`config.mk`:
```
export PLATFORM = sky130hd
export DESIGN_NAME = panel_scan_ctrl
export DESIGN_NICKNAME = d
export VERILOG_FILES = /design/src/rtl/panel_scan_ctrl.sv
export SDC_FILE = /design/constraint.sdc
export NUM_CORES = 1
export LEC_CHECK = 0
export ABC_CLOCK_PERIOD_IN_PS = 10100
export BUFFER_PORTS_ARGS = -buffer_cell sky130_fd_sc_hd__buf_4
export CAP_MARGIN = 20
export CORE_MARGIN = 3
export CORE_UTILIZATION = 62
export CTS_BUF_LIST = sky130_fd_sc_hd__clkbuf_2 sky130_fd_sc_hd__clkbuf_4 sky130_fd_sc_hd__clkbuf_8
export CTS_CLUSTER_SIZE = 25
export DETAILED_ROUTE_END_ITERATION = 6
export PLACE_DENSITY_LB_ADDON = 0.3
export SLEW_MARGIN = 5
export SYNTH_ARGS = -nofsm -noshare
export SYNTH_HDL_FRONTEND = slang
export SYNTH_SLANG_ARGS = --single-unit
```
`constraint.sdc`:
```
create_clock -name CLK -period 10.1 [get_ports CLK]
set_clock_uncertainty 0.1 [all_clocks]
set_input_delay 2.02 -clock CLK [delete_from_list [all_inputs] [get_ports CLK]]
set_output_delay 2.02 -clock CLK [all_outputs]
set_load 0.01 [all_outputs]
```
`src/rtl/panel_scan_ctrl.sv`:
```
// Scan sequencer for the 6-group multiplexed front-panel LED array.
// Each group slot runs a prescaled timer with a dead time, PWM brightness and frame-synchronous lamp snapshots.
module panel_scan_ctrl #(
   parameter int PRESCALE = 64,
   parameter int DEADTIME = 4
) (
   input  logic        CLK,
   input  logic        RESET,
   input  logic [11:0] green,
   input  logic [11:0] red,
   input  logic [11:0] yellow,
   input  logic [3:0]  BRIGHT,
   input  logic        FREEZE,
   output logic        GREEN1,
   output logic        GREEN2,
   output logic        RED1,
   output logic        RED2,
   output logic        YELLOW1,
   output logic        YELLOW2,
   output logic        PLED1,
   output logic        PLED2,
   output logic        PLED3,
   output logic        PLED4,
   output logic        PLED5,
   output logic        PLED6,
   output logic [2:0]  SLOT,
   output logic        FRAME
);

   localparam int            TW        = (PRESCALE > 1) ? $clog2(PRESCALE) : 1;
   localparam logic [TW-1:0] TICK_LAST = TW'(PRESCALE - 1);
   localparam logic [TW-1:0] DEAD      = TW'(DEADTIME);
   localparam logic [TW+3:0] SPAN      = (TW+4)'(PRESCALE - DEADTIME);

   logic [TW-1:0] tick, tick_next;
   logic [2:0]    slot, slot_next;
   logic [35:0]   shadow;
   logic [TW-1:0] onlen, onlen_calc;
   logic [TW+3:0] prod;
   logic          tick_wrap, slot_start, snap, lit;
   logic [5:0]    half, sel_next, pled_next;
   logic [5:0]    sel_q, pled_q;
   logic [2:0]    slot_q;
   logic          frame_q;

   assign slot_start = (tick == '0);
   assign tick_wrap  = (tick == TICK_LAST);
   assign snap       = slot_start && (slot == 3'd0);

   // The product is at most SPAN*16, which always fits in TW+4 bits.
   assign prod       = SPAN * (TW+4)'({1'b0, BRIGHT} + 5'd1);
   assign onlen_calc = TW'(prod >> 4);

   // NOTE: every variable gets a default first, so no path can leave it unassigned and infer a latch.
   always_comb begin
      tick_next = tick_wrap ? '0 : tick + TW'(1);
      slot_next = slot;
      if (tick_wrap) begin
         slot_next = (slot == 3'd5) ? 3'd0 : slot + 3'd1;
      end
   end

   // NOTE: sequential state uses non-blocking assignments so every register samples pre-edge values.
   always_ff @(posedge CLK) begin
      if (RESET) begin
         tick   <= '0;
         slot   <= 3'd0;
         shadow <= '0;
         onlen  <= '0;
      end else begin
         tick <= tick_next;
         slot <= slot_next;
         if (slot_start) begin
            onlen <= onlen_calc;
         end
         if (snap && !FREEZE) begin
            shadow <= {yellow, red, green};
         end
      end
   end

   // Tick 0 is always in the dead window, so the onlen latched there governs the whole slot.
   assign lit = (tick >= DEAD) && ((tick - DEAD) < onlen);

   always_comb begin
      half = '0;
      unique case (slot)
         3'd0:    half = shadow[5:0];
         3'd1:    half = shadow[11:6];
         3'd2:    half = shadow[17:12];
         3'd3:    half = shadow[23:18];
         3'd4:    half = shadow[29:24];
         3'd5:    half = shadow[35:30];
         default: half = '0;
      endcase
   end

   always_comb begin
      sel_next  = lit ? (6'b000001 << slot) : 6'b000000;
      pled_next = lit ? half : 6'b000000;
   end

   always_ff @(posedge CLK) begin
      if (RESET) begin
         sel_q   <= '0;
         pled_q  <= '0;
         slot_q  <= 3'd0;
         frame_q <= 1'b0;
      end else begin
         sel_q   <= sel_next;
         pled_q  <= pled_next;
         slot_q  <= slot;
         frame_q <= snap;
      end
   end

   assign {YELLOW2, YELLOW1, RED2, RED1, GREEN2, GREEN1} = sel_q;
   assign {PLED6, PLED5, PLED4, PLED3, PLED2, PLED1}     = pled_q;
   assign SLOT  = slot_q;
   assign FRAME = frame_q;

   a_one_select : assert property (@(posedge CLK) disable iff (RESET) $onehot0(sel_q));
   a_no_orphan  : assert property (@(posedge CLK) disable iff (RESET) (|pled_q) |-> (|sel_q));
   a_slot_range : assert property (@(posedge CLK) disable iff (RESET) slot <= 3'd5);

endmodule

```
==> results.py, run 1 <==
metrics = {
    "setup_path": {
        "crit_path_max_fanout": 5,
        "path_cells": "buf_4, nand3_1, xnor2_1, inv_1, xnor2_1, xor2_1, fa_1, inv_1, ha_1, a21o_1, a21oi_1, xnor2_1, a21oi_1, nor2_1",
        "path_class": "primary input to flop",
        "end_kind": "flop",
        "crit_path_max_incr_delay_ns": 0.53,
        "cpMaxStageDelayCell": "fa_1",
        "crit_top_cell": "xnor2_1",
        "cp.required_ns": 10.21,
        "cp.arrival_ns": 4.71,
        "crit_path_start": "BRIGHT[0]",
        "r2r-start": "tick[2]$_SDFF_PP0_",
        "crit_path_start_kind": "primary input",
    },
    "logic_synthesis": {
        "ys_warn_count": 0,
        "synth_area_um2": 3230,
        "ys_seq_area_share_pct": 41.5,
        "synth_cell_types": 49,
        "ys_ff_latch": 67,
        "syn_avg_cell_area_um2": 8.40,
        "syn-num-nets": 454,
        "synth_top_cell_by_area": "dfxtp_1",
        "synth_cells": 385,
        "synth_top_cells_by_area": "dfxtp_1, nand2_1, ha_1, a21oi_1, nor2_1",
        "synthDominantCellAreaShare_pct": 41.5,
    },
    "floorplanning": {
        "dieWidth_um": 78.2,
        "die_y_um": 78.2,
        "io_pins": 59,
        "rows": 25,
        "coreArea_um2": 4880,
        "die_area_um2": 6120,
        "start_util_pct": 66.3,
    },
    "pwr": {
        "p_leak_nw": 1.63,
        "cellPowerDensity_nw_per_um2": 176,
        "irDropWorstVdd_uv": 138,
    },
    "final_layout": {
        "area_delta_synth_final_pct": 20.2,
        "drive_gt1_share_pct": 19.6,
        "diodes": 0,
        "multi_input_area_um2": 1690,
        "utilization_pct": 79.7,
        "nets": 502,
        "fin_area_um2": 3890,
        "nFillCells": 347,
        "seq_area_um2": 1340,
    },
    "timing": {
        "timing.final.crit_share_pct": 45.5,
        "worst_pin_slew_ns": 0.891,
        "finalSetupTns_ns": 0,
        "slew_headroom_pct": 40.2,
        "hold_ws_ns": 0.361,
        "setup_viol": 0,
        "period_needed_ns": 4.59,
        "slew_viol_final": 0,
        "rsz0062_at_grt": "no",
        "finalHoldViolations": 0,
        "fmax_ghz": 0.218,
    },
    "grt": {
        "antenna_found_initial": 0,
        "grt_pass1_vias": 2783,
        "grt_max_degree": 53,
        "track_usage_pct": 25.8,
        "grt_pass1_wl_mm": 12.5,
        "grt_remaining_overflow": 0,
    },
    "cts": {
        "cts_tree": "yes",
        "cts_hold_buf": 0,
        "clk_path_buf_depth": 2,
        "cts.sinks": 67,
        "clk_pin_slew_worst_paths_ns": 0.07,
        "ctsRootBufferMaster": "clkbuf_8",
        "cts_setup_buffers": 0,
        "clock_latency_ns": 0.34,
        "cts_inserted_buffers": 9,
        "ctsResizeCount": 0,
        "htree_levels": 3,
    },
    "placed_design": {
        "placed_area_um2": 3660,
        "place_congestion": 0.840,
        "dp_hpwl_mm": 5.19,
        "port_buffers": 58,
    },
    "hold_path": {
        "hp-start": "shadow[28]$_SDFFE_PP0P_",
        "min_path_type": "flop to flop",
    },
    "route": {
        "dr_wl_met3_um": 384,
        "drc": 3,
        "drt_iter0_markers": 267,
        "wl_per_cell_um": 14.5,
        "vias": 2823,
        "first_pass_iters": 7,
        "routed_via_density": 5.59,
        "highest-signal-layer": "met4",
        "wirelength_mm": 7.34,
        "routedLengthMet1_mm": 2.95,
        "antenna_left": 0,
        "wl_met2_mm": 3.79,
    },
    "outcome": {
        "status": "finished, violations left",
        "violations": "design-rule violations",
    },
    "job": {
        "cap_violations": 0,
    },
}
## critical path, delay by kind of cell
family	cells	cell delay, ns
AOI/OAI and AO/OA	3	0.54
adders and majority gates	2	0.87
buffers and inverters	3	0.30
and+or+nand+nor	2	0.15
xor gates and xnor gates	4	0.82
## where the power goes
part / leakage [nW] / internal [W] / switching (W)
logic: 0.975 / 0.0000678 / 0.0000775
clock network: 0.108 / 0.000146 / 0.000104
registers: 0.546 / 0.000282 / 0.00000900
total: 1.63 / 0.000495 / 0.000190
## stage by stage
step                      total power (W)  setup WS, ns  std cells
after detailed placement         0.000440          5.17        489
after floorplan                  0.000400          5.52        385
after global placement           0.000428          5.32        488
after CTS                        0.000687          5.52        505
after global routing             0.000719          5.18        505
final                            0.000686          5.51        505
## cell families after synthesis
| logic type | share of synthesized area (%) |
|---|---|
| muxes | 2.32 |
| AOI/OAI and AO/OA | 15.8 |
| adders and majority gates | 10.8 |
| buffers and inverters | 6.35 |
| xor gates and xnor gates | 4.61 |
| and+or+nand+nor | 18.7 |
| DFF | 41.5 |
## layer usage
layer	vias to the layer above	global-route usage [%]
li1	1391	-
met5	-	0
met4	0	14.3
met3	23	4.93
met2	88	45.2
met1	1321	29.5
## cells in the final DEF, fill, tap and decap left out, drive strengths merged, types with 10 or more instances in the layout
cell     n
ha      23
buf     59
a21oi   50
inv     23
dfxtp   67
nor2    37
xnor2   11
clkbuf  10
nand2   78
## flip-flops by register name (all words and copies together) (netlist names)
signal	count
onlen	6
shadow	36
tick	6
FRAME	1
SLOT	3
pled_q	6
sel_q	6
slot	3
## final timing paths
check / endpoint / cells after the start / slack (ns)
worst min register to register: shadow[28]$_SDFFE_PP0P_ / 2 / 0.36
worst max register to register: pled_q[0]$_SDFF_PP0_ / 7 / 7.59
worst min-delay path: shadow[28]$_SDFFE_PP0P_ / 2 / 0.36
worst max-delay path: onlen[4]$_SDFFE_PP0N_ / 14 / 5.51
## Yosys cell counts (all sizes together)
library cell  instances
a211o                 1
a211oi                6
a21o                  4
a21oi                50
a221oi                4
a222oi                1
a22o                  2
a22oi                 2
a311oi                1
a31o                  1
a32oi                 1
and4bb                1
buf                  13
clkbuf                9
dfxtp                67
fa                    3
ha                   23
inv                  23
mux2                  2
mux2i                 3
mux4                  1
nand2                78
nand2b                4
nand3                 6
nand3b                1
nand4                 1
nor2                 37
nor2b                 2
nor3                  1
nor3b                 1
nor4                  5
o211ai                1
o21ai                 6
o21ba                 1
o21bai                1
o22a                  2
or2                   2
or4                   1
xnor2                11
xor2                  6
## final cells by class
type                            instances  share of cell area (%)
Sequential cell                        67                    34.5
Multi-Input combinational cell        273                    43.4
Clock buffer                           10                    3.54
Clock inverter                          6                    2.29
Timing Repair Buffer                   59                    11.9
Tap cell                               67                    2.16
Inverter                               23                    2.22
No activity file was read; power rests on OpenSTA's default activity.
==> run 2, diff against run 1 <==
--- a/config.mk
+++ b/config.mk
@@ -5,11 +5,12 @@
 export SDC_FILE = /design/constraint.sdc
 export NUM_CORES = 1
 export LEC_CHECK = 0
-export ABC_CLOCK_PERIOD_IN_PS = 10100
+export ABC_AREA = 1
+export ABC_CLOCK_PERIOD_IN_PS = 4700
 export BUFFER_PORTS_ARGS = -buffer_cell sky130_fd_sc_hd__buf_4
 export CAP_MARGIN = 20
 export CORE_MARGIN = 3
-export CORE_UTILIZATION = 62
+export CORE_UTILIZATION = 58
 export CTS_BUF_LIST = sky130_fd_sc_hd__clkbuf_2 sky130_fd_sc_hd__clkbuf_4 sky130_fd_sc_hd__clkbuf_8
 export CTS_CLUSTER_SIZE = 25
 export DETAILED_ROUTE_END_ITERATION = 6
==> constraint.sdc (replaced) <==
create_clock -name CLK -period 4.7 [get_ports CLK]
set_clock_uncertainty 0.1 [all_clocks]
set_input_delay 0.94 -clock CLK [delete_from_list [all_inputs] [get_ports CLK]]
set_output_delay 0.94 -clock CLK [all_outputs]
set_load 0.01 [all_outputs]
==> results.py, run 2 <==
metrics = {
    "outcome": {
        "status": "finished clean",
    },
    "floorplanning": {
        "rows": 27,
        "start_util_pct": 60.4,
        "die_area_um2": 6720,
        "io_pins": 59,
        "dieWidth_um": 82.0,
        "coreArea_um2": 5540,
        "die_y_um": 82.0,
    },
    "logic_synthesis": {
        "synth_xor_area_share_pct": 2.58,
        "yosysMostFrequentCell": "nor2_1",
        "synth_area_um2": 3350,
        "synth_top_cells_by_area": "dfxtp_1, nor2_1, nand2_1, ha_1, inv_1",
        "synthAdderAreaFrac_pct": 10.4,
        "ys_ff_latch": 67,
        "synth_cell_types": 36,
        "synth_top_cell_by_area": "dfxtp_1",
        "syn-num-nets": 518,
        "ys.flop_type": "dfxtp_1",
        "synth_async_sr_flop_share_pct": 0,
        "synth_compound_area_share_pct": 12.3,
        "synthDominantCellAreaShare_pct": 40.1,
        "synth_edf_count": 0,
        "ys_warn_count": 0,
        "synth_cells": 449,
        "synth_commonest_cells": "nor2_1, nand2_1, dfxtp_1, inv_1, o21ai_0",
        "syn_avg_cell_area_um2": 7.45,
        "synth_top_family_by_area": "simple AND/OR/NAND/NOR gates",
        "synthMuxAreaShare_pct": 0,
        "ys_seq_area_share_pct": 40.1,
        "yosys.area_share.simple_pct": 24.3,
    },
    "final_layout": {
        "layout_common_cells": "nor2_1, nand2_1, dfxtp_1, inv_1, buf_4",
        "drive_gt1_share_pct": 17.2,
        "nets": 576,
        "fin_area_um2": 4020,
        "area_delta_synth_final_pct": 20.0,
        "utilization_pct": 72.5,
        "diodes": 0,
        "layout_commonest_cell": "nor2_1",
        "regMostFlops": "shadow",
        "nFillCells": 483,
        "largest_reg_flops": 36,
    },
    "hold_path": {
        "min_path_type": "flop to flop",
    },
    "cts": {
        "htree_levels": 3,
        "clock_latency_ns": 0.34,
        "clk_path_buf_depth": 2,
        "cts_hold_buf": 0,
        "ctsResizeCount": 0,
        "ctsRootBufferMaster": "clkbuf_8",
        "cts_setup_buffers": 0,
        "cts_inserted_buffers": 9,
        "cts_tree": "yes",
        "clk_pin_slew_worst_paths_ns": 0.07,
        "cts.sinks": 67,
    },
    "timing": {
        "layout_setup_ws_ns": 1.29,
        "timing.final.crit_share_pct": 72.6,
        "period_needed_ns": 3.41,
        "setup_viol": 0,
        "rsz0062_at_grt": "no",
        "worst_pin_slew_ns": 0.504,
        "finalHoldViolations": 0,
        "slew_viol_final": 0,
        "finalSetupTns_ns": 0,
        "slew_headroom_pct": 66.3,
        "fmax_ghz": 0.293,
    },
    "route": {
        "first_pass_iters": 4,
        "antenna_left": 0,
        "drc": 0,
        "wl_per_cell_um": 11.8,
        "drt_iter0_markers": 212,
        "routed_via_density": 5.03,
        "wirelength_mm": 6.89,
        "vias": 2936,
    },
    "pwr": {
        "p_leak_nw": 1.91,
        "irDropWorstVdd_uv": 233,
        "p_total_w": 0.00149,
        "cellPowerDensity_nw_per_um2": 372,
    },
    "grt": {
        "antenna_found_initial": 0,
        "grt_pass1_wl_mm": 11.1,
        "met3_usage_pct": 6.03,
        "top_usage_layer": "met2",
        "track_usage_pct": 21.9,
        "grt_pass1_vias": 2626,
        "grt_remaining_overflow": 0,
        "met2_usage_pct": 35.5,
        "use_met1_pct": 27.5,
        "grt_max_degree": 49,
    },
    "setup_path": {
        "cp.required_ns": 4.85,
        "crit_path_max_fanout": 5,
        "crit_path_start_kind": "primary input",
        "cp.arrival_ns": 3.56,
        "path_class": "primary input to flop",
        "end_kind": "flop",
    },
    "placed_design": {
        "dp_hpwl_mm": 5.21,
        "place_congestion": 0.822,
        "pre_cts_ws_ns": 0.911,
        "port_buffers": 58,
        "placed_area_um2": 3770,
    },
    "job": {
        "cap_violations": 0,
    },
}
run 2: kinds of logic after synthesis:
logic type | count (synthesis)
compound gates | 78
xor+xnor | 9
fa+ha+maj | 26
buf+inv | 75
flops | 67
simple gates | 194
run 2: critical path: stages:
cell and delay [ns]:
buf_4 0.13, nand2_1 0.11, inv_1 0.07, nand2_1 0.07
xor2_1 0.43, xor2_1 0.19, inv_1 0.07, ha_1 0.29
ha_1 0.31, ha_1 0.36, nand2_1 0.12, nor3_1 0.18
nor2_1 0.07, nand2_1 0.07, nand3_1 0.06, nand2_1 0.06
inv_1 0.03
run 2: cell type report:
class / count / area [µm²] / share of cell area, %
clock buffers: 9 / 124 / 3.08
flip-flops and latches: 67 / 1340 / 33.4
repair buffers: 59 / 463 / 11.5
well taps: 72 / 90.1 / 2.24
multi-input cells: 307 / 1660 / 41.4
clock inverters: 7 / 98.8 / 2.46
inverters: 63 / 239 / 5.95
run 2: power by group:
| group | internal (W) | switching (W) |
|---|---|---|
| combinational | 0.000138 | 0.000191 |
| sequential | 0.000614 | 0.0000185 |
| clock | 0.000302 | 0.000230 |
| total | 0.00105 | 0.000439 |
run 2: metrics by stage:
step | hold slack, ns | cells
floorplan | 0.317 | 449
global placement | 0.330 | 567
detailed placement | 0.337 | 567
CTS | 0.352 | 583
global route | 0.378 | 584
finish | 0.347 | 584
run 2: path summary, 6_finish.rpt:
check                                        start  cells past startpoint  slack (ns)                     to
worst max-delay path                     BRIGHT[0]                     17        1.29  onlen[5]$_SDFFE_PP0N_
worst min-delay path            tick[0]$_SDFF_PP0_                      1        0.35     tick[0]$_SDFF_PP0_
worst max register to register  tick[2]$_SDFF_PP0_                     11        2.39   pled_q[0]$_SDFF_PP0_
worst min register to register  tick[0]$_SDFF_PP0_                      1        0.35     tick[0]$_SDFF_PP0_
run 2: layer usage:
| metal | share of wire, % | vias up |
|---|---|---|
| met5 | 0 | - |
| met4 | 1.5 | 0 |
| met3 | 5.8 | 13 |
| met2 | 47 | 86 |
| met1 | 46 | 1290 |
| li1 | - | 1547 |
